**config.mk**
```make
export PLATFORM = sky130hd
export DESIGN_NAME = pipeline_hazard_ctrl
export DESIGN_NICKNAME = d
export VERILOG_FILES = /design/src/rtl/pipeline_hazard_ctrl.sv
export SDC_FILE = /design/constraint.sdc
export NUM_CORES = 1
export LEC_CHECK = 0
export ABC_AREA = 1
export CORE_ASPECT_RATIO = 1.4
export CORE_MARGIN = 2
export CORE_UTILIZATION = 39
export CTS_CLUSTER_DIAMETER = 150
export DETAILED_ROUTE_END_ITERATION = 10
export GPL_ROUTABILITY_DRIVEN = 0
export PLACE_DENSITY = 0.78
export SKIP_CTS_REPAIR_TIMING = 1
export SLEW_MARGIN = 20
export SYNTH_ARGS = -nofsm -noshare
export SYNTH_HDL_FRONTEND = slang
export SYNTH_SLANG_ARGS = --single-unit
```
**constraint.sdc**
```tcl
create_clock -name clk -period 1.31 [get_ports clk]
set_input_delay 0.1965 -clock clk [delete_from_list [all_inputs] [get_ports clk]]
set_output_delay 0.1965 -clock clk [all_outputs]
set_load 0.005 [all_outputs]
```
**src/rtl/pipeline_hazard_ctrl.sv**
```systemverilog
// Purpose : ID/EX-centred hazard sequencer for the 5-stage MIPS pipe (load-use stall, branch flush, dmem freeze).
// Latency : strobes are combinational from current inputs/state; state, timeout and counters update on the next edge.
// Backpr. : a pending data-memory access freezes PC, IF/ID and ID/EX until dmemReady or the WAIT_MAX timeout.
// Optional: define HAZARD_PERF_CNT_EN to build the stallCount/flushCount counters (tied to 0 otherwise).

module pipeline_hazard_ctrl #(
  parameter int unsigned WAIT_MAX = 64,
  parameter int unsigned CNT_W    = 16
) (
  input  logic             clk,
  input  logic             rst_n,
  input  logic [4:0]       idRs,
  input  logic [4:0]       idRt,
  input  logic             idUsesRs,
  input  logic             idUsesRt,
  input  logic             exMemRead,
  input  logic [4:0]       exRt,
  input  logic             memBranchTaken,
  input  logic             memAccess,
  input  logic             dmemReady,
  output logic             pcWrite,
  output logic             ifIdWrite,
  output logic             ifIdFlush,
  output logic             idExBubble,
  output logic             idExWrite,
  output logic             exMemFlush,
  output logic             pipeFrozen,
  output logic             memTimeout,
  output logic [CNT_W-1:0] stallCount,
  output logic [CNT_W-1:0] flushCount
);

  typedef enum logic {
    RUN      = 1'b0,
    MEM_WAIT = 1'b1
  } state_e;

  // Last wait-counter value before the access is abandoned.
  localparam logic [15:0] WAIT_LAST = 16'(WAIT_MAX - 1);

  state_e      state_q, state_d;
  logic [15:0] wait_cnt_q, wait_cnt_d;
  logic        mem_timeout_q, mem_timeout_d;

  logic load_use;
  logic mem_hold;
  logic run_eval;
  logic wait_expire;

  // A load in EX whose destination (never $zero) is read by the ID instruction.
  assign load_use = exMemRead && (exRt != 5'd0) &&
                    ((idUsesRs && (idRs == exRt)) || (idUsesRt && (idRt == exRt)));

  // MEM instruction needs data memory and it has not answered yet.
  assign mem_hold = memAccess && !dmemReady;

  // RUN priorities apply in RUN and also on the MEM_WAIT release cycle,
  // so a branch held in MEM during the wait flushes as soon as it is freed.
  assign run_eval = (state_q == RUN) || dmemReady;

  assign wait_expire = (state_q == MEM_WAIT) && !dmemReady && (wait_cnt_q == WAIT_LAST);

  // State register
  always_ff @(posedge clk or negedge rst_n) begin
    if (!rst_n) begin
      state_q <= RUN;
    end else begin
      state_q <= state_d;
    end
  end

  // Next-state logic
  always_comb begin
    state_d = state_q;
    case (state_q)
      RUN:      if (mem_hold) state_d = MEM_WAIT;
      MEM_WAIT: if (dmemReady || wait_expire) state_d = RUN;
      default:  state_d = RUN;
    endcase
  end

  // Stage-register strobes
  always_comb begin
    pcWrite    = 1'b0;
    ifIdWrite  = 1'b0;
    ifIdFlush  = 1'b0;
    idExBubble = 1'b0;
    idExWrite  = 1'b0;
    exMemFlush = 1'b0;
    if (run_eval) begin
      if (mem_hold) begin
        // Freeze everything; the branch (if any) stays in MEM and is honoured later.
      end else if (memBranchTaken) begin
        pcWrite    = 1'b1;
        ifIdWrite  = 1'b1;
        ifIdFlush  = 1'b1;
        idExWrite  = 1'b1;
        idExBubble = 1'b1;
        exMemFlush = 1'b1;
      end else if (load_use) begin
        // Hold PC and IF/ID, push one bubble into ID/EX.
        idExWrite  = 1'b1;
        idExBubble = 1'b1;
      end else begin
        pcWrite   = 1'b1;
        ifIdWrite = 1'b1;
        idExWrite = 1'b1;
      end
    end
  end

  assign pipeFrozen = (state_q == MEM_WAIT);
  assign memTimeout = mem_timeout_q;

  // Wait-cycle counter and sticky timeout flag
  always_comb begin
    wait_cnt_d    = wait_cnt_q;
    mem_timeout_d = mem_timeout_q;
    if (state_q == MEM_WAIT) begin
      if (dmemReady || wait_expire) begin
        wait_cnt_d = 16'd0;
      end else begin
        wait_cnt_d = wait_cnt_q + 16'd1;
      end
      if (wait_expire) begin
        mem_timeout_d = 1'b1;
      end
    end
  end

  // Wait counter / timeout registers
  always_ff @(posedge clk or negedge rst_n) begin
    if (!rst_n) begin
      wait_cnt_q    <= 16'd0;
      mem_timeout_q <= 1'b0;
    end else begin
      wait_cnt_q    <= wait_cnt_d;
      mem_timeout_q <= mem_timeout_d;
    end
  end

`ifdef HAZARD_PERF_CNT_EN
  localparam logic [CNT_W-1:0] CNT_ONE = CNT_W'(1);

  logic [CNT_W-1:0] stall_cnt_q, stall_cnt_d;
  logic [CNT_W-1:0] flush_cnt_q, flush_cnt_d;
  logic             stall_evt;
  logic             flush_evt;

  // Every frozen cycle counts once; a bubble without a flush is a load-use stall.
  assign stall_evt = pipeFrozen || (idExBubble && !ifIdFlush);
  assign flush_evt = exMemFlush;

  // Saturating performance counters
  always_comb begin
    stall_cnt_d = stall_cnt_q;
    flush_cnt_d = flush_cnt_q;
    if (stall_evt && (stall_cnt_q != '1)) stall_cnt_d = stall_cnt_q + CNT_ONE;
    if (flush_evt && (flush_cnt_q != '1)) flush_cnt_d = flush_cnt_q + CNT_ONE;
  end

  // Counter registers
  always_ff @(posedge clk or negedge rst_n) begin
    if (!rst_n) begin
      stall_cnt_q <= '0;
      flush_cnt_q <= '0;
    end else begin
      stall_cnt_q <= stall_cnt_d;
      flush_cnt_q <= flush_cnt_d;
    end
  end

  assign stallCount = stall_cnt_q;
  assign flushCount = flush_cnt_q;
`else
  assign stallCount = '0;
  assign flushCount = '0;
`endif

endmodule

```
Yosys cells after proc, flatten, opt, wreduce, memory -nomap -nowiden
Cells that the tools add are included.
- register bits: 18
- latch bits: 0
- memory bits (writable): 0
- memory bits (read-only): 0
- bits of input ports: 23
- output and inout port bits: 40
- logic and storage cells: 38
- memories kept: 0
- $add $sub $neg: 1
- $mul: 0
- divide/modulo/power cells: 0
- $lt $le $gt $ge: 0
- eq/ne operators: 3
- shift operators: 0
- mux-type cells: 17
- bitwise operators: 1
- reduce and logical (&&, ||, !) cells: 13
- operators by type and width (kind ; number):
    $add A16 B1 Y16 const B ; 1
    $eq A16 B6 Y1 const B ; 1
    $mux W16 ; 1
    $mux W1 ; 15
    $eq A5 B5 Y1 ; 2
    $logic_and A1 B1 Y1 ; 7
    $reduce_bool A5 Y1 ; 1
    $logic_or A1 B1 Y1 ; 3
    $pmux W1 S2 ; 1
    $reduce_and A2 Y1 ; 1
    $logic_not A1 Y1 ; 1
    $not A1 Y1 ; 1

Depth between registers and ports, before layout
Gate-level depths: netlist of run 1.
- word-level depth: 8
- gate-level depth with buffers: 10
- gate-level depth less buffers: 10

Worst setup path before layout of run 1
No wires, ideal clock.
- path type: register to register
- from: register wait_cnt_q[0]
- to: register wait_cnt_q[12]
- library setup time: 0.116 ns
- arrival: 1.181 ns
- required time: 1.194 ns
- path slack: 0.013 ns
- cell stages (with the launch flop): 9
- path buffers: 0
- clock period less this slack: 1.297 ns
- cells stage by stage: dfrtp_1 -> ha_1 -> nand3_1 -> nor2_4 -> nand3_1 -> nor2_1 -> nor2_1 -> nand2_1 -> nand2_1
- cells in the longest elaborated chain, start to end: 4
- elaborated cells between the ends (all ways): 5
- those cells by class: add/sub: 1; eq/ne: 1; mux: 1; reduce/logical: 2
- RTL lines (what ; line ; RTL):
    start: declaration ; 42 ; logic [15:0] wait_cnt_q, wait_cnt_d;
    start signal: assignment ; 137 ; wait_cnt_q <= wait_cnt_d;
    parallel branches: the longest is 3 deep, another holds $add A16 B1 Y16 ; - ;
    $mux W16 * ; 120 ; if (dmemReady || wait_expire) begin
Every way passes the cells marked *.
A chain may end at the register's enable or synchronous reset.

Final worst setup path of run 1
- from: register state_q, in the netlist pipeFrozen
- to: output pipeFrozen
- RTL lines (what ; line ; RTL):
    start: declaration ; 41 ; state_e state_q, state_d;
    start signal: assignment ; 68 ; state_q <= state_d;
    end: declaration ; 27 ; output logic pipeFrozen,
No word-level cell between the ends.

==> summary by stage, run 1 <==
Clock tree
The worst-case clock buffer depth is 2. For the worst-skew pair, the clock arrives at the later sink with an insertion delay of 0.26 ns. The deepest level of the CTS H-tree is 1. Counting every sink on the clock net gives 18. Counting the buffers created by CTS gives 3. Clock-pin slew was measured on the worst setup and hold paths at 0.07 ns.

Clock tree synthesis selected as its root buffer the cell sky130_fd_sc_hd__clkbuf_8. TritonCTS built the clock tree.

Place
The cell count after placement is 330. The post-placement cell area is 1903 µm². The post-placement setup slack is -0.7452 ns.

After legalization and detailed placement, the total HPWL measured roughly 2600 µm. The number of buffer cells added on primary ports is 30.

Logic synthesis
The number of enable flip-flop cells after synthesis is 0. Counting every instance in the synthesized netlist gives roughly 240. The register bit count reported by yosys is 18.

The distinct cell type count of the synthesized netlist is 22. Summing every instance area after synthesis gives between 1500 and 2000 µm². After synthesis, the most frequently instantiated cells are sky130_fd_sc_hd__nand2_1, sky130_fd_sc_hd__buf_4, sky130_fd_sc_hd__inv_1, sky130_fd_sc_hd__nor2_1, sky130_fd_sc_hd__dfrtp_1. The dominant cell type by area after synthesis is sky130_fd_sc_hd__dfrtp_1. The portion of the post-synthesis area used by sequential elements is 29.20%.

Ranked by total cell area, the synthesized netlist is headed by sky130_fd_sc_hd__dfrtp_1, sky130_fd_sc_hd__nand2_1, sky130_fd_sc_hd__buf_4. The most instantiated library cell after synthesis is sky130_fd_sc_hd__nand2_1. Among all flip-flop cells after synthesis, the most frequent one is sky130_fd_sc_hd__dfrtp_1. The synthesized area divided by synthesized cell count is 6.401 µm². The synthesized design devotes to its leading area cell type 29.20% of total area. Of all flip-flops after synthesis, the portion carrying an async set or reset was 100.0%. The count of warnings emitted by yosys is 0.

Critical path
The largest driver fanout on the critical path is 6. The arrival time at the worst endpoint is 1.27 ns. The critical path is of the flip-flop to output pin type. In this run the register-to-register setup slack is -0.14 ns. The kind of launch point of the worst setup path is a flip-flop. At the worst endpoint, the required time is between 1 and 1.5 ns. STA classifies the critical path endpoint as an output pin.

Route
The highest metal layer carrying signal wires in the routed design is met4. The total length of routed met2 wires is 1959 µm. The average wire per cell in the routed design is roughly 11 µm. In the routed layout, each cell is associated on average with a via count of 4.484. The number of detailed-routing iterations run before antenna repair is 4. The initial detailed-routing violation count is 33. After detailed routing, the total wire length is 3611 µm. The residual DRC count is 0. After detailed routing, the met3 layer carries 192 µm of wire. The count of antenna-violating nets left after detailed routing is 0. For this block, wires on met1 add up to 1378 µm. The count of vias placed by the detailed router is 1520.

Finish
The repair_antennas step left the layout with diodes totalling 0. The layout has 375 filler cells. The synthesis-to-layout area growth is 36.66%. The net count of the finished layout is 322.

The share of final-layout standard cells stronger than drive strength 1 is 21.96%. The cell area after layout is 2108 µm². The post-route non-filler standard cell count is 339.

Global route
The number of antenna violations at the first check in global routing is 0. The global-route wire length before repair is 5416 µm. The via count of the first global-routing pass is 1313. The aggregate global-route resource usage is about 15%. The pin count of the biggest net entering global routing is 19. After global routing the overflow that remains totals 0.

Power
The maximum vdd drop is 0.4585 mV. In this run the power spent charging and discharging nets is 0.4225 mW. The part of the total power dissipated in sequential elements is 42.6%. The internal power summed over all cells is 1.003 mW.

The combinational share of power is 30.2%. The static power due to leakage is 1.293 nW. The total power density per cell area is between 600 and 700 nW/µm². The switching share of total power is around 30%. The clock share of power is 27.3%.

Floorplan
In this run the vertical extent of the chip is about 78 µm. In this run the standard cell core region covers about 3900 µm². The die is 57.16 µm wide.

The die area is about 4500 µm². The starting density of the core is 40.06%. between 60 and 70 I/O pins were placed. The site row count is 27.

Run
The max-capacitance violation count is 0.

Timing
Setup repair after global routing could not meet its margin everywhere. The share of the clock period used by the worst path after layout is 112.3%. The final hold violation count was 0.

The count of final max-slew check failures is 0. In the post-route analysis, the smallest setup slack over all paths is -0.1608 ns. For the final database, setup skew stands at 0.003476 ns. Timing would allow up to 0.6799 GHz. Across all hold checks on the routed design, the worst slack comes to between 0.2 and 0.3 ns. After layout, the minimum clock period comes to 1.471 ns.

The total of endpoints with negative setup slack in the final report is 25.

Outcome
The run finished, with violations left. The checks that failed: setup timing.

Min path
The min-delay analysis places its worst path in the category primary input to async pin.
## area by class of cell
| type | count | area [µm²] | area share (%) |
|---|---|---|---|
| Multi-Input combinational cell | 182 | 883.3 | 41.90 |
| Timing Repair Buffer | 58 | 545.5 | 25.88 |
| Sequential cell | 18 | 450.4 | 21.37 |
| Inverter | 35 | 133.9 | 6.350 |
| Tap cell | 43 | 53.80 | 2.552 |
| Clock buffer | 3 | 41.29 | 1.958 |
## power by group through the flow
| stage | registers [mW] | clock network (mW) | logic (mW) |
|---|---|---|---|
| final | 0.607 | 0.389 | 0.430 |
| after global routing | 0.612 | 0.414 | 0.477 |
| after CTS | 0.606 | 0.398 | 0.395 |
| after detailed placement | 0.616 | 0 | 0.394 |
| after global placement | 0.615 | 0 | 0.386 |
| after floorplan | 0.624 | 0 | 0.235 |
## flip-flops by register name, summed over array words and instances, names as in the netlist
register,flops
memTimeout,1
wait_cnt_q,16
pipeFrozen,1
## logic make-up (layout without fill, tap and decap cells)
group	count (synthesis)	count (layout)	share of synthesized area (%)
and+or+nand+nor	128	128	34.06
buffers and inverters	72	96	26.36
other	1	32	0.2431
AOI/OAI and AO/OA	12	12	4.217
adders and majority gates	1	1	0.8109
DFF	18	18	29.20
xor gates and xnor gates	9	9	5.110
## metrics by stage
step                      util, %  total power [mW]  setup TNS (ns)
after floorplan                 -            0.8592               0
after global placement      49.42             1.002          -7.766
after detailed placement    49.42             1.010          -8.510
after CTS                   50.49             1.399          -5.878
after global routing        54.74             1.503          -4.326
final                       54.74             1.426          -2.143
## cell usage in the layout, fill, tap and decap left out, types with 4 or more instances in the layout
cell type                         count
sky130_fd_sc_hd__buf_6                4
sky130_fd_sc_hd__nand3_1             13
sky130_fd_sc_hd__dfrtp_1             18
sky130_fd_sc_hd__inv_2                5
sky130_fd_sc_hd__o21ai_1              4
sky130_fd_sc_hd__nor2_1              20
sky130_fd_sc_hd__inv_1               29
sky130_fd_sc_hd__clkbuf_2             5
sky130_fd_sc_hd__conb_1              32
sky130_fd_sc_hd__clkdlybuf4s50_1      5
sky130_fd_sc_hd__buf_4               25
sky130_fd_sc_hd__xor2_1               8
sky130_fd_sc_hd__dlymetal6s2s_1      19
sky130_fd_sc_hd__nand2_2              6
sky130_fd_sc_hd__nand2_1             75
## worst paths after layout
check                              startpoint             end  depth (start not counted)
worst min-delay path                    rst_n   wait_cnt_q[3]                          2
worst min register to register     memTimeout      memTimeout                          2
min in group clk                    dmemReady      pipeFrozen                          5
worst max register to register  wait_cnt_q[1]   wait_cnt_q[6]                          9
worst max-delay path               pipeFrozen      pipeFrozen                          2
max in group asynchronous               rst_n  wait_cnt_q[14]                          2
## worst max-delay path, stage by stage (launching register included)
cell and delay (ns):
sky130_fd_sc_hd__dfrtp_1 0.36, sky130_fd_sc_hd__buf_4 0.16, sky130_fd_sc_hd__clkdlybuf4s50_1 0.50
## metal layers
| metal | vias to the layer above | GRT usage (%) |
|---|---|---|
| met4 | 0 | 7.907 |
| li1 | 778 | - |
| met5 | - | 0 |
| met3 | 6 | 1.977 |
| met1 | 677 | 16.53 |
| met2 | 59 | 27.70 |
(Power assumes the default switching activity.)
==> run 2: changes to the inputs <==
--- a/config.mk
+++ b/config.mk
@@ -12,7 +12,7 @@
 export CTS_CLUSTER_DIAMETER = 150
 export DETAILED_ROUTE_END_ITERATION = 10
 export GPL_ROUTABILITY_DRIVEN = 0
-export PLACE_DENSITY = 0.78
+export PLACE_DENSITY_LB_ADDON = 0.25
 export SKIP_CTS_REPAIR_TIMING = 1
 export SLEW_MARGIN = 20
 export SYNTH_ARGS = -nofsm -noshare
==> run 2 against run 1 <==
Combinational power rose by 7.7%; cell area up 5.0%; the flow still finishes with violations (setup timing); fmax up 1.5%; critical path type unchanged.
==> summary by stage, run 2 (same netlist as run 1, synthesis figures left out) <==
Finish
The number of flip-flops in the largest register is 16 (unchanged). The synthesis-to-layout area growth was 43.47% (was 36.66%). The final design utilization is 57.47% (was 54.74%). Most frequent cells in the layout: sky130_fd_sc_hd__nand2_1, sky130_fd_sc_hd__conb_1, sky130_fd_sc_hd__inv_1 (unchanged). The cell area after layout is 2213 µm² (was 2108 µm²).

The register containing the most flip-flops in the final layout is wait_cnt_q (unchanged). The most common cell after layout, fill and taps aside is sky130_fd_sc_hd__nand2_1 (unchanged). The share of final-layout standard cells stronger than drive strength 1 is 24.83% (was 21.96%).

The number of nets in the final layout was 323 (was 322). The number of diodes added for antenna fixing is 0 (unchanged).

Timing
The total of endpoints with negative setup slack in the final report is 23 (was 25). Unrepaired setup endpoints after global routing: true (unchanged). The final hold violation count is 0 (unchanged).

The worst hold slack across all endpoints is 0.2701 ns (was 0.2704 ns). The highest clock frequency the design can meet is 0.6901 GHz (was 0.6799 GHz). The share of the clock period used by the worst path after layout is 110.6% (was 112.3%). The count of final max-slew check failures came to 0 (unchanged). The minimum setup slack in the final design is -0.1391 ns (was -0.1608 ns). The minimum clock period after layout is 1.449 ns (was 1.471 ns). The largest clock skew in the final design is 0.005542 ns (was 0.003476 ns). The final setup TNS is -1.883 ns (was -2.143 ns).

Floorplan
The area of the core is 3851 µm² (unchanged). The top-level I/O count is 63 (unchanged). The die area is 4482 µm² (unchanged).

The site row count was 27 (unchanged). The horizontal die dimension is 57.16 µm (unchanged). The starting density of the core is 40.06% (unchanged). The floorplan die height is 78.42 µm (unchanged).

Power
The net switching power is 0.4558 mW (was 0.4225 mW). The maximum vdd drop came to 0.4678 mV (was 0.4585 mV). The part of the total power dissipated in sequential elements is 40.1% (was 42.6%). The clock share of power is 30.0% (was 27.3%). The power consumption came to 1.547 mW (was 1.426 mW). The total power density per cell area is 698.9 nW/µm² (was 676.3 nW/µm²).

The internal power summed over all cells came to 1.091 mW (was 1.003 mW). The switching share of total power came to 29.46% (was 29.64%). The combinational share of power came to 29.9% (was 30.2%). The static power due to leakage is 1.362 nW (was 1.293 nW).

Critical path
The kind of critical path is flip-flop to output pin (unchanged). The capturing point of the worst reg2reg path is wait_cnt_q[5] (was wait_cnt_q[6]). The startpoint of the lowest-slack register-to-register path was wait_cnt_q[1] (unchanged). The kind of end point of the critical path is an output pin (unchanged). The setup slack of the worst register-to-register path is -0.10 ns (was -0.14 ns). The required time at the endpoint of the critical path came to 1.11 ns (about the same).

The worst reg2reg path depth is 9 (unchanged). The arrival time at the worst endpoint was 1.25 ns (was 1.27 ns). The largest driver fanout on the critical path was 4 (was 6).

The kind of launch point of the worst setup path is a flip-flop (unchanged).

Clock tree
The number of clock sinks seen by CTS is 18 (unchanged). The clock latency of the later-clocked register in the worst-skew pair is 0.25 ns (was 0.26 ns). The cell at the root of the clock tree is sky130_fd_sc_hd__clkbuf_8 (unchanged). The clock transition time at the flip-flop clock pins of the worst setup and hold paths is 0.08 ns (was 0.07 ns).

The worst-case clock buffer depth is 2 (unchanged). The clock buffer count from CTS is 3 (unchanged). The TritonCTS clock tree is done (unchanged).

The deepest level of the CTS H-tree is 1 (unchanged).

Outcome
Run status: complete, but fails checks (unchanged). Failing checks: setup timing (unchanged).

Global route
The total congestion overflow is 0 (unchanged). The via count of the first global-routing pass came to 1509 (was 1313). The aggregate global-route resource usage is 15.90% (was 15.15%). The pin count of the biggest net entering global routing is 19 (unchanged). The number of antenna violations at the first check in global routing came to 0 (unchanged). The global-route wire length before repair is 5685 µm (was 5416 µm).

Route
The number of vias per cell was 4.554 (was 4.484). The residual DRC count came to 0 (unchanged). The count of vias placed by the detailed router was 1553 (was 1520). The initial detailed-routing violation count is 28 (was 33). The routed wire length came to 3768 µm (was 3611 µm). The count of antenna-violating nets left after detailed routing was 0 (unchanged). The average wire per cell in the routed design is 11.05 µm (was 10.65 µm).

The number of detailed-routing iterations run before antenna repair came to 4 (unchanged).

Place
The number of buffer cells added on primary ports is 30 (unchanged). The post-placement cell area is 1938 µm² (was 1903 µm²). The half-perimeter wire length after detailed placement is 2735 µm (was 2649 µm).

Min path
The path type of the worst min-delay path is primary input to async pin (unchanged).

Run
The max-capacitance violation count was 0 (unchanged).
==> run 2: cell types whose count changed in the layout (fill, tap and decap cells not counted), moves of 2 or more <==
cell | before | now
sky130_fd_sc_hd__nand2_1 | 75 | 70
sky130_fd_sc_hd__nand2_2 | 6 | 11
sky130_fd_sc_hd__dlymetal6s2s_1 | 19 | 23
sky130_fd_sc_hd__clkbuf_2 | 5 | 2
sky130_fd_sc_hd__nand3_1 | 13 | 10
sky130_fd_sc_hd__nand3_2 | 2 | 5
sky130_fd_sc_hd__nor2_1 | 20 | 18
sky130_fd_sc_hd__nor2_2 | 3 | 5
sky130_fd_sc_hd__o22ai_1 | 2 | 4
sky130_fd_sc_hd__o22ai_2 | 2 | 0
==> run 2: per-stage QoR <==
| step | setup WS (ns) | cells |
|---|---|---|
| floorplan | 0.01305 | 272 |
| detailed placement | -0.7070 | 333 |
| finish | -0.1391 | 341 |
| CTS | -0.7112 | 337 |
| global placement | -0.7090 | 333 |
| global route | -0.2347 | 341 |
==> run 2: critical path: stages (launching register included) <==
cell and delay [ns]:
sky130_fd_sc_hd__dfrtp_1 0.36, sky130_fd_sc_hd__inv_2 0.06, sky130_fd_sc_hd__nor2_4 0.11, sky130_fd_sc_hd__inv_2 0.04, sky130_fd_sc_hd__nand2_2 0.07, sky130_fd_sc_hd__inv_4 0.05, sky130_fd_sc_hd__buf_6 0.11, sky130_fd_sc_hd__nand2_4 0.04
sky130_fd_sc_hd__nand2_2 0.05, sky130_fd_sc_hd__clkbuf_2 0.10
==> run 2: how the worst max path moves through the flow <==
stage / startpoint / to / slack (ns) / cells past startpoint
after CTS: exRt[0] / idExBubble / -0.71 / 10
final: pipeFrozen / pcWrite / -0.14 / 9
after global placement: exRt[0] / idExBubble / -0.71 / 10
after global routing: exRt[1] / ifIdWrite / -0.23 / 12
after floorplan: wait_cnt_q[0] / wait_cnt_q[12] / 0.01 / 8
after detailed placement: exRt[0] / idExBubble / -0.71 / 10
==> run 2: power groups by stage <==
stage / Sequential (mW) / Clock (mW) / Combinational, mW
final: 0.620 / 0.464 / 0.463
after global routing: 0.625 / 0.488 / 0.518
after CTS: 0.606 / 0.478 / 0.404
after detailed placement: 0.617 / 0 / 0.401
after global placement: 0.616 / 0 / 0.400
after floorplan: 0.624 / 0 / 0.235
==> run 2: layout make-up <==
type	instances	area [µm²]
Tap cell	43	53.80
Multi-Input combinational cell	182	920.9
Clock buffer	4	55.05
Fill cell	368	1638
Inverter	35	138.9
Sequential cell	18	450.4
Timing Repair Buffer	59	594.3
==> run 2: per-layer routing <==
layer | GRT usage, % | vias up | part of all wire [%]
met5 | 0 | - | 0
met3 | 2.142 | 6 | 4.3
met1 | 14.20 | 724 | 38
met4 | 11.40 | 0 | 2.4
met2 | 31.03 | 49 | 55
li1 | - | 774 | -
